==> src/rtl/iob_t2p_ram_pkg.sv <==
// Shared constants, typedefs and helpers for the iob_t2p_ram two-port RAM.
package iob_t2p_ram_pkg;

  localparam int unsigned DEFAULT_DATA_W = 8;
  localparam int unsigned DEFAULT_ADDR_W = 4;

  function automatic int unsigned depth(input int unsigned addr_w);
    return 32'd1 << addr_w;
  endfunction

  localparam int unsigned DEFAULT_DEPTH = depth(DEFAULT_ADDR_W);

  typedef logic [DEFAULT_DATA_W-1:0] data_t;
  typedef logic [DEFAULT_ADDR_W-1:0] addr_t;

  // Read-port style: gated loads only on r_en, free loads every edge.
  typedef enum logic {
    RD_FREE  = 1'b0,
    RD_GATED = 1'b1
  } rd_mode_e;

endpackage

==> src/rtl/iob_t2p_ram_if.sv <==
// Write/read port bundle for iob_t2p_ram; slave is the RAM, master the user.
interface iob_t2p_ram_if
  import iob_t2p_ram_pkg::*;
#(
  parameter int unsigned DATA_W = DEFAULT_DATA_W,
  parameter int unsigned ADDR_W = DEFAULT_ADDR_W
);

  logic              w_en;
  logic [ADDR_W-1:0] w_addr;
  logic [DATA_W-1:0] data_in;
  logic              r_en;
  logic [ADDR_W-1:0] r_addr;
  logic [DATA_W-1:0] data_out;

  modport master (
    output w_en, w_addr, data_in, r_en, r_addr,
    input  data_out
  );

  modport slave (
    input  w_en, w_addr, data_in, r_en, r_addr,
    output data_out
  );

endinterface

==> src/rtl/iob_t2p_ram_rdreg.sv <==
// Registered read port: sync reset, optional r_en gating, and write-first
// forwarding when IOB_T2P_RAM_BYPASS_EN is defined.
module iob_t2p_ram_rdreg
  import iob_t2p_ram_pkg::*;
#(
  parameter int unsigned DATA_W  = DEFAULT_DATA_W,
  parameter int unsigned USE_RAM = 0
) (
  input  logic              clk,
  input  logic              rst,
  input  logic              rd_req,
  input  logic [DATA_W-1:0] mem_data,
`ifdef IOB_T2P_RAM_BYPASS_EN
  input  logic              fwd,
  input  logic [DATA_W-1:0] fwd_data,
`endif
  output logic [DATA_W-1:0] q
);

  localparam rd_mode_e MODE = (USE_RAM != 0) ? RD_GATED : RD_FREE;

  // Power-up value is zero so data_out is defined before the first reset.
  logic [DATA_W-1:0] q_r = '0;
  logic [DATA_W-1:0] q_nxt;
  logic              ld;

  always_comb begin
    ld    = (MODE == RD_FREE) || rd_req;
    q_nxt = mem_data;
`ifdef IOB_T2P_RAM_BYPASS_EN
    if (fwd) q_nxt = fwd_data;
`endif
  end

  always_ff @(posedge clk) begin
    if (rst)     q_r <= '0;
    else if (ld) q_r <= q_nxt;
  end

  assign q = q_r;

endmodule

==> src/rtl/iob_t2p_ram.sv <==
// Synchronous two-port RAM (one write, one registered read port).
// Define IOB_T2P_RAM_BYPASS_EN for write-first behaviour on collisions.
module iob_t2p_ram
  import iob_t2p_ram_pkg::*;
#(
  parameter int unsigned DATA_W  = DEFAULT_DATA_W,
  parameter int unsigned ADDR_W  = DEFAULT_ADDR_W,
  parameter int unsigned USE_RAM = 0
) (
  input  logic          clk,
  input  logic          rst,
  iob_t2p_ram_if.slave  bus
);

  localparam int unsigned DEPTH = depth(ADDR_W);

  // Storage is deliberately left out of reset so contents survive rst.
  logic [DATA_W-1:0] mem [DEPTH];
  logic [DATA_W-1:0] mem_rd;
  logic [DATA_W-1:0] rd_q;
  logic              rd_act;

  always_ff @(posedge clk) begin
    if (bus.w_en) mem[bus.w_addr] <= bus.data_in;
  end

  assign mem_rd = mem[bus.r_addr];
  assign rd_act = (USE_RAM != 0) ? bus.r_en : 1'b1;

`ifdef IOB_T2P_RAM_BYPASS_EN
  logic fwd;
  assign fwd = bus.w_en && rd_act && (bus.w_addr == bus.r_addr);
`endif

  iob_t2p_ram_rdreg #(
    .DATA_W  (DATA_W),
    .USE_RAM (USE_RAM)
  ) u_rdreg (
    .clk      (clk),
    .rst      (rst),
    .rd_req   (rd_act),
    .mem_data (mem_rd),
`ifdef IOB_T2P_RAM_BYPASS_EN
    .fwd      (fwd),
    .fwd_data (bus.data_in),
`endif
    .q        (rd_q)
  );

  assign bus.data_out = rd_q;

endmodule

==> src/flat_wrapper.sv <==
// flat-port wrapper written by rule: the top's interface ports become plain ports
module iob_t2p_ram_flat import iob_t2p_ram_pkg::*;
#(
  parameter int unsigned DATA_W  = DEFAULT_DATA_W,
  parameter int unsigned ADDR_W  = DEFAULT_ADDR_W,
  parameter int unsigned USE_RAM = 0
)
  (clk, rst, bus_w_en, bus_w_addr, bus_data_in, bus_r_en, bus_r_addr, bus_data_out);
  iob_t2p_ram_if #(.DATA_W(DATA_W), .ADDR_W(ADDR_W)) bus_i ();
  input  logic clk;
  input  logic rst;
  input wire logic [$bits(bus_i.w_en)-1:0] bus_w_en;
  input wire logic [$bits(bus_i.w_addr)-1:0] bus_w_addr;
  input wire logic [$bits(bus_i.data_in)-1:0] bus_data_in;
  input wire logic [$bits(bus_i.r_en)-1:0] bus_r_en;
  input wire logic [$bits(bus_i.r_addr)-1:0] bus_r_addr;
  output wire logic [$bits(bus_i.data_out)-1:0] bus_data_out;
  assign bus_i.w_en = bus_w_en;
  assign bus_i.w_addr = bus_w_addr;
  assign bus_i.data_in = bus_data_in;
  assign bus_i.r_en = bus_r_en;
  assign bus_i.r_addr = bus_r_addr;
  assign bus_data_out = bus_i.data_out;
  iob_t2p_ram #(.DATA_W(DATA_W), .ADDR_W(ADDR_W), .USE_RAM(USE_RAM)) u_core (.clk(clk), .rst(rst), .bus(bus_i));
endmodule
==> config.mk <==
export PLATFORM = sky130hd
export DESIGN_NAME = iob_t2p_ram_flat
export DESIGN_NICKNAME = d
export VERILOG_FILES = /design/src/rtl/iob_t2p_ram_pkg.sv /design/src/rtl/iob_t2p_ram_if.sv /design/src/rtl/iob_t2p_ram_rdreg.sv /design/src/rtl/iob_t2p_ram.sv /design/src/flat_wrapper.sv
export SDC_FILE = /design/constraint.sdc
export NUM_CORES = 1
export LEC_CHECK = 0
export BUFFER_PORTS_ARGS = -buffer_cell sky130_fd_sc_hd__buf_2
export CAP_MARGIN = 20
export CORE_MARGIN = 4
export CORE_UTILIZATION = 45
export DETAILED_ROUTE_END_ITERATION = 8
export GPL_ROUTABILITY_DRIVEN = 0
export GPL_TIMING_DRIVEN = 0
export PLACE_DENSITY = 0.59
export SYNTH_ARGS = -nofsm -noshare
export SYNTH_HDL_FRONTEND = slang
export SYNTH_HIERARCHICAL = 1
export SYNTH_SLANG_ARGS = --single-unit
==> constraint.sdc <==
create_clock -name clk -period 3.7 [get_ports clk]
set_input_delay 0 -clock clk [delete_from_list [all_inputs] [get_ports clk]]
set_output_delay 0 -clock clk [all_outputs]
set_load 0.01 [all_outputs]
# Yosys cells after proc, flatten, opt, wreduce, memory -nomap -nowiden
# Memory sizes are Yosys's and may differ from the RTL's. A register that Yosys moved wholly into a read port is not among the register bits.
# Cells that the tools add are included.
[word_totals] ramBits=128 inputBits=20 word_cells=3 n_memories=1 register_bits=0
[op_classes] mux=2
[memory_table] name="u_core.mem" depth=16 width=8 rd=1 rd_ports_with_merged_regs=1 wr=1 line="iob_t2p_ram.sv:18" rtl="logic [DATA_W-1:0] mem [DEPTH];"
[ops] cell="1-bit 2-to-1 mux" count=2

# Longest topological paths before layout
# Gate-level depths: netlist of run 1.
[logic_depth] ltp_word=2 mapped_depth=6

# Hierarchy
# The synthesis of run 1 kept the hierarchy.
[modules_own_cells] mod="iob_t2p_ram" area_each_um2=4991.0 seq_area_each_um2=3843.7 cells_per_inst=222 n_inst=1
[modules_own_cells] mod="iob_t2p_ram_rdreg" area_each_um2=210.2 seq_area_each_um2=160.2 cells_per_inst=16 n_inst=1

# Worst setup path before layout of run 1
# Ideal clock, no wire load.
[synth_path] path_kind="input to register" startpoint="input bus_w_addr[2]" endpoint="memory u_core/mem[0][0] in the netlist's numbering (enable)" path_stages=2 path_slack_ns=2.207 required_ns=3.317 n_path_buf=0 setup_ns=0.383 arrival_time_ns=1.110 cell_sequence="or3b_2 > nor3_1"
[synth_rtl] element="start: declaration" line="flat_wrapper.sv:13" rtl="input wire logic [$bits(bus_i.w_addr)-1:0] bus_w_addr;"
[synth_rtl] element="end: declaration" line="iob_t2p_ram.sv:18"
# Straight into the memory's write port.

==> results of run 1 <==
## worst register-to-register path: stages, from the launching register on
cell,delay [ns]
edfxtp_1,0.35
mux4_1,0.55
a22oi_1,0.26
nand2_1,0.12
nor2b_1,0.14
## per-stage QoR
step | utilization (%) | instances | power [uW] | setup WS, ns
detailed placement | 49.88 | 406 | 1930 | 2.008
finish | 55.84 | 443 | 3611 | 2.182
global placement | 49.63 | 402 | 1924 | 1.610
global route | 55.84 | 443 | 3740 | 2.129
floorplan | - | 237 | 1853 | 2.207
CTS | 55.75 | 442 | 3644 | 2.188
## routing by layer
| layer | GRT usage [%] | up-vias | wire length, um |
|---|---|---|---|
| met4 | 6.182 | 0 | 158 |
| met1 | 22.75 | 1296 | 4362 |
| met2 | 25.85 | 99 | 4877 |
| met5 | 0 | - | 0 |
| met3 | 4.073 | 14 | 569 |
| li1 | - | 1107 | - |
## what timing repair did
| item | CTS | global route |
|---|---|---|
| setup buffers | 0 | 0 |
| hold buffers | 4 | 1 |
| resized for setup | 0 | 0 |
| endpoints found under the hold margin | 48 | 1 |
## layout make-up
type / count / area [um2]
fillers: 844 / 4892
flip-flops and latches: 136 / 4004
multi-input cells: 91 / 1107
clock buffers: 18 / 429.2
repair buffers: 34 / 202.7
clock inverters: 14 / 181.4
well taps: 140 / 175.2
plain buffers: 10 / 86.33
## flip-flops by register name, summed over array words and instances, names as in the netlist
name	cells
u_core/mem	128
u_core/u_rdreg/q	8
## power groups by stage
stage                     sequential (uW)  combinational [uW]  clock, uW
after global placement               1760                 168          0
after floorplan                      1760                92.3          0
after global routing                 1730                 189       1820
after CTS                            1730                 176       1740
final                                1730                 174       1710
after detailed placement             1760                 172          0
## worst max path at each step
stage | from | to | slack (ns) | cells after the start
after CTS | u_core/mem[5][0] | u_core/u_rdreg/q[0] | 2.19 | 4
after floorplan | bus_w_addr[2] | u_core/mem[0][0] | 2.21 | 2
after global routing | u_core/mem[1][0] | u_core/u_rdreg/q[0] | 2.13 | 4
after detailed placement | bus_w_addr[2] | u_core/mem[2][2] | 2.01 | 3
final | u_core/mem[5][0] | u_core/u_rdreg/q[0] | 2.18 | 4
after global placement | bus_w_addr[2] | u_core/mem[0][7] | 1.61 | 3
==> flow_summary.yaml, run 1 <==
min_path:
  hold_depth: 1
  min_to: "u_core/mem[3][3]"
  hold_path.class: "in2reg"
  hold_start: "bus_data_in[3]"
synthesis:
  netlist_instances: 237
  syn_avg_cell_area_um2: 21.93
  syn_area_um2: 5197
  syn-num-nets: 257
  yosys_warnings: 6
global_routing:
  grt_start_max_net_pins: 17
  grt_overflow: 0
  grt_first_pass_wirelength_um: 15170
  track_usage_pct: 16.51
  antenna_found_initial: 0
  grt_pass1_vias: 2453
clocking:
  cts_sinks: 136
  cts_buffer_depth: 2
  clock-root-buffer: "clkbuf_16"
  clkLatencyLatePin_ns: 0.41
  cts_tree: "built"
  clkSlewWorstSetupHoldPaths_ns: 0.06
  htreeDepth: 4
  cts-buffers-inserted: 17
pwr:
  switchingPower_uw: 697.6
  clkPwrFrac_pct: 47.3
  seq_power_share_pct: 47.8
  leakagePower_uw: 0.002096
  vdd_ir_drop_max_mv: 0.2896
  power.density_nw_per_um2: 583.7
  p_int_uw: 2913
  pwr-share-comb_pct: 4.8
  power_switching_share_pct: 19.32
critical_path:
  ff2ff_setup_slack_ns: 2.18
  reg2regPathDepth: 4
  cpMaxStageDelayCell: "mux4_1"
  rr_endpoint: "u_core/u_rdreg/q[0]"
  worst-path-buf-inv: 0
  path_cells: "mux4_1, a22oi_1, nand2_1, nor2b_1"
  crit-reg2reg-launch: "u_core/mem[5][0]"
  path_delay_family: "multiplexers"
  path_class: "reg2reg"
  end_kind: "flop"
  worst_ep_required_time_ns: 3.99
  critPathLaunchType: "flop"
  slowest_delay_ns: 0.55
  cp_max_fo: 1
  cp.arrival_ns: 1.81
status:
  status: "complete, no violations"
die:
  dieArea_um2: 13330
  die_y_um: 115.5
  io_pins: 28
  die_w_um: 115.5
  initial_core_util_pct: 46.92
  coreArea_um2: 11080
  rows: 38
sta:
  worstMarginPinSlew_ns: 0.8678
  rsz0062_at_grt: "no"
  worst_hold_slack_ns: 0.008759
  final.setup.tns_ns: 0
  setup_violations: 0
  relSlewSlack_pct: 41.93
  hold_violations: 0
  period_minus_slack_ns: 1.518
  clock_skew_ns: 0.01273
  clock.fmax_ghz: 0.6589
  slew_viol_final: 0
  fin_crit_sh_pct: 41.02
finish:
  antenna-diode-count: 0
  final_common_cell: "edfxtp_1"
  layout-drive-gt1-share_pct: 28.38
  final_area_um2: 6186
  synthToLayoutAreaGrowth_pct: 19.02
  layout_common_cells: "edfxtp_1, buf_2, mux4_2"
  layout.nets: 310
detailed_routing:
  ant_nets: 0
  first_pass_iters: 4
  drc: 0
  routed-via-count: 2516
  drt_wl_total_um: 9967
  vias_per_cell: 5.679
  drt_iter0_markers: 146
  wl_per_cell_um: 22.50
placed_design:
  hpwl_um: 6331
  placed_area_um2: 5525
  io_buffers: 25
flow_run:
  cap_violations: 0
(Power assumes the default switching activity.)
==> run 2, diff against run 1 <==
--- a/config.mk
+++ b/config.mk
@@ -5,6 +5,7 @@
 export SDC_FILE = /design/constraint.sdc
 export NUM_CORES = 1
 export LEC_CHECK = 0
+export ABC_AREA = 1
 export BUFFER_PORTS_ARGS = -buffer_cell sky130_fd_sc_hd__buf_2
 export CAP_MARGIN = 20
 export CORE_MARGIN = 4
@@ -12,7 +13,7 @@
 export DETAILED_ROUTE_END_ITERATION = 8
 export GPL_ROUTABILITY_DRIVEN = 0
 export GPL_TIMING_DRIVEN = 0
-export PLACE_DENSITY = 0.59
+export PLACE_DENSITY = 0.61
 export SYNTH_ARGS = -nofsm -noshare
 export SYNTH_HDL_FRONTEND = slang
 export SYNTH_HIERARCHICAL = 1
==> constraint.sdc (replaced) <==
create_clock -name clk -period 1.3 [get_ports clk]
set_input_delay 0 -clock clk [delete_from_list [all_inputs] [get_ports clk]]
set_output_delay 0 -clock clk [all_outputs]
set_load 0.01 [all_outputs]
==> run 2 against run 1 <==
  * Via count grew 55%
  * Synthesized cell count up 140%
  * Final area is 9.0% higher
  * Cell count rose by 79%
  * Sequential share of layout area is 5.3 points lower
  * Combinational power increased to 3.8 times the previous value
  * Sequential power grew to 2.8 times the previous value
  * Non-clock buffer count rose by 4
  * Register-to-register slack got worse by 2.0 ns
  * Hold slack improved by 0.0061 ns
  * Power grew to 2.8 times the previous value
  * Highest routed layer unchanged
==> flow_summary.yaml, run 2 <==
clocking:
  cts-resized-gates: 0
  cts-buffers-inserted: 17
  clkLatencyLatePin_ns: 0.42
  cts_buffer_depth: 2
  clkSlewWorstSetupHoldPaths_ns: 0.05
  cts_tree: "built"
  htreeDepth: 4
  clock-root-buffer: "clkbuf_16"
  cts_sinks: 136
detailed_routing:
  routed-via-count: 3899
  wl_per_cell_um: 16.73
  drc: 0
  ant_nets: 0
  drt_iter0_markers: 373
  vias_per_cell: 4.904
  first_pass_iters: 5
  drt_wl_total_um: 13300
global_routing:
  grt_overflow: 0
  grt_first_pass_wirelength_um: 20800
  track_usage_pct: 19.53
  antenna_found_initial: 0
  grt_pass1_vias: 3653
  grt_start_max_net_pins: 17
die:
  dieArea_um2: 14860
  coreArea_um2: 12670
  die_y_um: 121.9
  die_w_um: 121.9
  io_pins: 28
  rows: 41
  initial_core_util_pct: 46.07
finish:
  layout.nets: 630
  antenna-diode-count: 0
  largest-register: "u_core/mem"
  layout_common_cells: "nand2_1, edfxtp_1, inv_1"
  synthToLayoutAreaGrowth_pct: 15.47
  final_common_cell: "nand2_1"
  fillers: 1130
  final_cells: 795
  layout-drive-gt1-share_pct: 11.56
  largest_register_ffs: 128
sta:
  clock_skew_ns: 0.006526
  period_minus_slack_ns: 1.113
  worstMarginPinSlew_ns: 0.9631
  fin_crit_sh_pct: 85.65
  relSlewSlack_pct: 35.56
  rsz0062_at_grt: "no"
  slew_viol_final: 0
  worst_hold_slack_ns: 0.01485
  clock.fmax_ghz: 0.8981
  hold_violations: 0
  setup_violations: 0
placed_design:
  dp_cells: 762
  io_buffers: 22
  hpwl_um: 8964
critical_path:
  cpMaxStageDelayCell: "nor2_1"
  path_cells: "buf_2, nand3b_1, nor2_1"
  path_delay_family: "simple AND/OR/NAND/NOR gates"
  worst_ep_required_time_ns: 1.34
  cp_max_fo: 8
  end_kind: "flop"
  slowest_delay_ns: 0.78
  path_class: "in2reg"
  cp.arrival_ns: 1.15
  worst-path-buf-inv: 1
  critPathLaunchType: "input port"
pwr:
  vdd_ir_drop_max_mv: 0.8430
  leakagePower_uw: 0.002957
  power.density_nw_per_um2: 1511
status:
  status: "complete, no violations"
synthesis:
  syn-num-nets: 588
  netlist_instances: 568
  syn_area_um2: 5838
  yosys_warnings: 6
  syn_avg_cell_area_um2: 10.28
flow_run:
  cap_violations: 0
min_path:
  hold_path.class: "in2reg"
## run 2: worst reg2reg max path, delay by kind of cell (launching register included)
| family | cells | cell delay, ns |
|---|---|---|
| flops | 1 | 0.35 |
| buf+inv | 2 | 0.13 |
| simple gates | 6 | 0.51 |
## run 2: repair_timing
item | in CTS | in global routing
endpoints found under the setup margin | 0 | 0
endpoints found under the hold margin | 8 | 0
hold buffers | 1 | 0
buffers inserted | 0 | 0
## run 2: stage by stage
stage | area (um2) | setup TNS, ns | util, % | worst slack, ns | total power (uW)
5_1_grt | 6741 | 0 | 53.20 | 0.09735 | 10570
2_1_floorplan | 5838 | 0 | - | 0.3492 | 5385
3_3_place_gp | 6163 | -6.511 | 48.64 | -0.1493 | 5644
6_report | 6741 | 0 | 53.20 | 0.1866 | 10180
4_1_cts | 6741 | 0 | 53.20 | 0.2343 | 10250
3_5_place_dp | 6163 | -8.345 | 48.64 | -0.1595 | 5654
## run 2: area by class of cell
| cell class | instances | area, um2 | share of cell area, % |
|---|---|---|---|
| tap | 172 | 215.2 | 3.192 |
| buffer | 25 | 177.7 | 2.635 |
| inverter | 110 | 412.9 | 6.125 |
| clock buffer | 19 | 432.9 | 6.422 |
| multi-input combinational | 297 | 1244 | 18.45 |
| timing repair buffer | 23 | 120.1 | 1.782 |
| clock inverter | 13 | 135.1 | 2.004 |
| sequential | 136 | 4004 | 59.39 |
## run 2: worst paths after layout
kind	startpoint	to	slack, ns	cells past startpoint
worst max-delay path	bus_w_addr[3]	u_core/mem[4][3]	0.19	3
worst max register to register	u_core/mem[15][6]	u_core/u_rdreg/q[6]	0.20	8
worst min-delay path	bus_data_in[4]	u_core/mem[2][4]	0.01	1
worst min register to register	u_core/mem[12][5]	u_core/u_rdreg/q[5]	0.81	8
## run 2: per-layer routing
metal / global-route usage [%] / part of all wire [%] / wire, um
met2: 28.80 / 45 / 5922
met4: 8.053 / 2.0 / 263
met1: 27.94 / 45 / 5991
met3: 4.643 / 8.5 / 1127
met5: 0 / 0 / 0
## run 2: report_power, final
group | switching, uW | leakage (uW) | internal (uW)
logic | 460 | 0.00146 | 196
registers | 20.9 | 0.00122 | 4900
clock network | 1650 | 0.000276 | 2960
==> run 3, diff against run 2 <==
--- a/config.mk
+++ b/config.mk
@@ -8,12 +8,15 @@
 export ABC_AREA = 1
 export BUFFER_PORTS_ARGS = -buffer_cell sky130_fd_sc_hd__buf_2
 export CAP_MARGIN = 20
+export CELL_PAD_IN_SITES_DETAIL_PLACEMENT = 0
+export CELL_PAD_IN_SITES_GLOBAL_PLACEMENT = 1
 export CORE_MARGIN = 4
-export CORE_UTILIZATION = 45
+export CORE_UTILIZATION = 44
 export DETAILED_ROUTE_END_ITERATION = 8
 export GPL_ROUTABILITY_DRIVEN = 0
 export GPL_TIMING_DRIVEN = 0
-export PLACE_DENSITY = 0.61
+export PLACE_DENSITY = 0.73
+export SETUP_SLACK_MARGIN = 0.5
 export SYNTH_ARGS = -nofsm -noshare
 export SYNTH_HDL_FRONTEND = slang
 export SYNTH_HIERARCHICAL = 1
==> run 3 against run 2 <==
  * Register-to-register slack better by 0.04 ns
  * Worst setup slack improved by 0.057 ns
  * First-iteration DRC count down 2.7%
  * Clock-buffer cell count is 1 lower
  * Critical path type is now reg2reg
  * Sequential cell count did not move
  * Hold slack gained 0.0070 ns
==> flow_summary.yaml, run 3 (synthesized netlist as in run 2, its figures left out) <==
status:
  status: "complete, no violations"
min_path:
  hold_depth: 1
  hold_start: "bus_data_in[6]"
  min_to: "u_core/mem[8][6]"
  hold_path.class: "in2reg"
finish:
  layout.nets: 636
  final_cells: 801
  multiInputGateArea_um2: 1556
  final_common_cell: "nand2_1"
  layout_common_cells: "nand2_1, edfxtp_1, inv_1"
  largest-register: "u_core/mem"
  regArea_um2: 4004
  largest_register_ffs: 128
  final_area_um2: 7071
  fillers: 1142
  synthToLayoutAreaGrowth_pct: 21.11
  antenna-diode-count: 0
  layout-drive-gt1-share_pct: 22.89
pwr:
  design_power_total_uw: 9906
  leakagePower_uw: 0.003036
  p_int_uw: 7685
  seq_power_share_pct: 49.7
  power.density_nw_per_um2: 1401
  power_switching_share_pct: 22.42
  clkPwrFrac_pct: 42.5
  pwr-share-comb_pct: 7.8
  vdd_ir_drop_max_mv: 0.8265
  switchingPower_uw: 2221
global_routing:
  grt_first_pass_wirelength_um: 22250
  grt_pass1_vias: 3754
  grt_start_max_net_pins: 17
  grt_overflow: 0
  track_usage_pct: 20.77
  antenna_found_initial: 0
critical_path:
  end_kind: "flop"
  critPathLaunchType: "flop"
  worst_ep_required_time_ns: 1.61
  ff2ff_setup_slack_ns: 0.24
  path_class: "reg2reg"
  cp.arrival_ns: 1.37
  rr_endpoint: "u_core/u_rdreg/q[7]"
  crit-reg2reg-launch: "u_core/mem[0][7]"
  reg2regPathDepth: 8
  cp_max_fo: 1
placed_design:
  placed_area_um2: 6191
  io_buffers: 22
  hpwl_um: 9357
  dp_cells: 762
clocking:
  cts_tree: "built"
  cts_sinks: 136
  htreeDepth: 4
  clkLatencyLatePin_ns: 0.42
  cts-buffers-inserted: 17
  clkSlewWorstSetupHoldPaths_ns: 0.05
  clock-root-buffer: "clkbuf_16"
  cts_buffer_depth: 2
detailed_routing:
  ant_nets: 0
  vias_per_cell: 4.925
  wl_per_cell_um: 18.33
  first_pass_iters: 6
  routed-via-count: 3945
  drt_wl_total_um: 14690
  drt_iter0_markers: 363
  drc: 0
sta:
  hold_violations: 0
  worstMarginPinSlew_ns: 0.5193
  worst_hold_slack_ns: 0.02186
  rsz0062_at_grt: "yes"
  period_minus_slack_ns: 1.056
  clock_skew_ns: 0.004662
  fin_crit_sh_pct: 81.23
  final.setup.tns_ns: 0
  setup_violations: 0
  relSlewSlack_pct: 65.38
  slew_viol_final: 0
  clock.fmax_ghz: 0.9470
die:
  coreArea_um2: 12820
  initial_core_util_pct: 45.52
  die_y_um: 123.2
  io_pins: 28
  die_w_um: 123.2
  rows: 41
  dieArea_um2: 15180
flow_run:
  cap_violations: 0
## run 3: area by class of cell
class | count | share of cell area, %
sequential | 136 | 56.63
multi-input combinational | 297 | 22.01
clock buffer | 18 | 6.070
inverter | 110 | 5.840
tap | 172 | 3.044
timing repair buffer | 29 | 2.619
buffer | 25 | 2.513
clock inverter | 14 | 1.274
## run 3: layer usage
layer | routed length (um) | global-route usage [%] | part of all wire (%)
met5 | 0 | 0 | 0
met4 | 286 | 9.273 | 1.9
met3 | 860 | 4.026 | 5.9
met2 | 6686 | 29.63 | 46
met1 | 6851 | 30.80 | 47
## run 3: through the flow
step                      setup slack [ns]  utilization, %
after floorplan                     0.3710               -
after CTS                           0.2683           53.77
final                               0.2440           55.13
after global routing                0.1800           55.13
after global placement             -0.1824           48.27
after detailed placement           -0.2244           48.27
## run 3: how the worst max path moves through the flow
stage / start / to / slack, ns / cells after the start
3_3_place_gp: bus_w_addr[1] / u_core/mem[12][3] / -0.18 / 4
6_report: u_core/mem[0][7] / u_core/u_rdreg/q[7] / 0.24 / 8
3_5_place_dp: bus_w_addr[1] / u_core/mem[12][0] / -0.22 / 4
5_1_grt: u_core/mem[3][5] / u_core/u_rdreg/q[5] / 0.18 / 8
4_1_cts: u_core/mem[2][0] / u_core/u_rdreg/q[0] / 0.27 / 8
2_1_floorplan: bus_w_addr[0] / u_core/mem[0][0] / 0.37 / 3
## run 3: what timing repair did
| item | CTS | global route |
|---|---|---|
| hold buffers | 3 | 1 |
| hold endpoints to repair | 56 | 8 |
| pin swaps | 14 | 28 |
| resized for setup | 37 | 35 |
| gates cloned | 0 | 0 |
| endpoints found under the setup margin | 112 | 112 |
| buffers inserted | 0 | 3 |
## run 3: critical path, stage by stage, from the launching register on
cell and delay [ns]:
edfxtp_1 0.37, inv_1 0.06, nand2_1 0.07, nand3_2 0.11
nand3_2 0.09, nand3_2 0.10, nand2_2 0.06, inv_2 0.05
nor2_2 0.03
## run 3: power groups by stage
stage	Combinational (uW)	Clock (uW)	Sequential [uW]
detailed placement	669	0	5010
global route	854	4480	4920
CTS	722	4290	4920
global placement	660	0	5000
floorplan	376	0	5020
finish	773	4210	4920
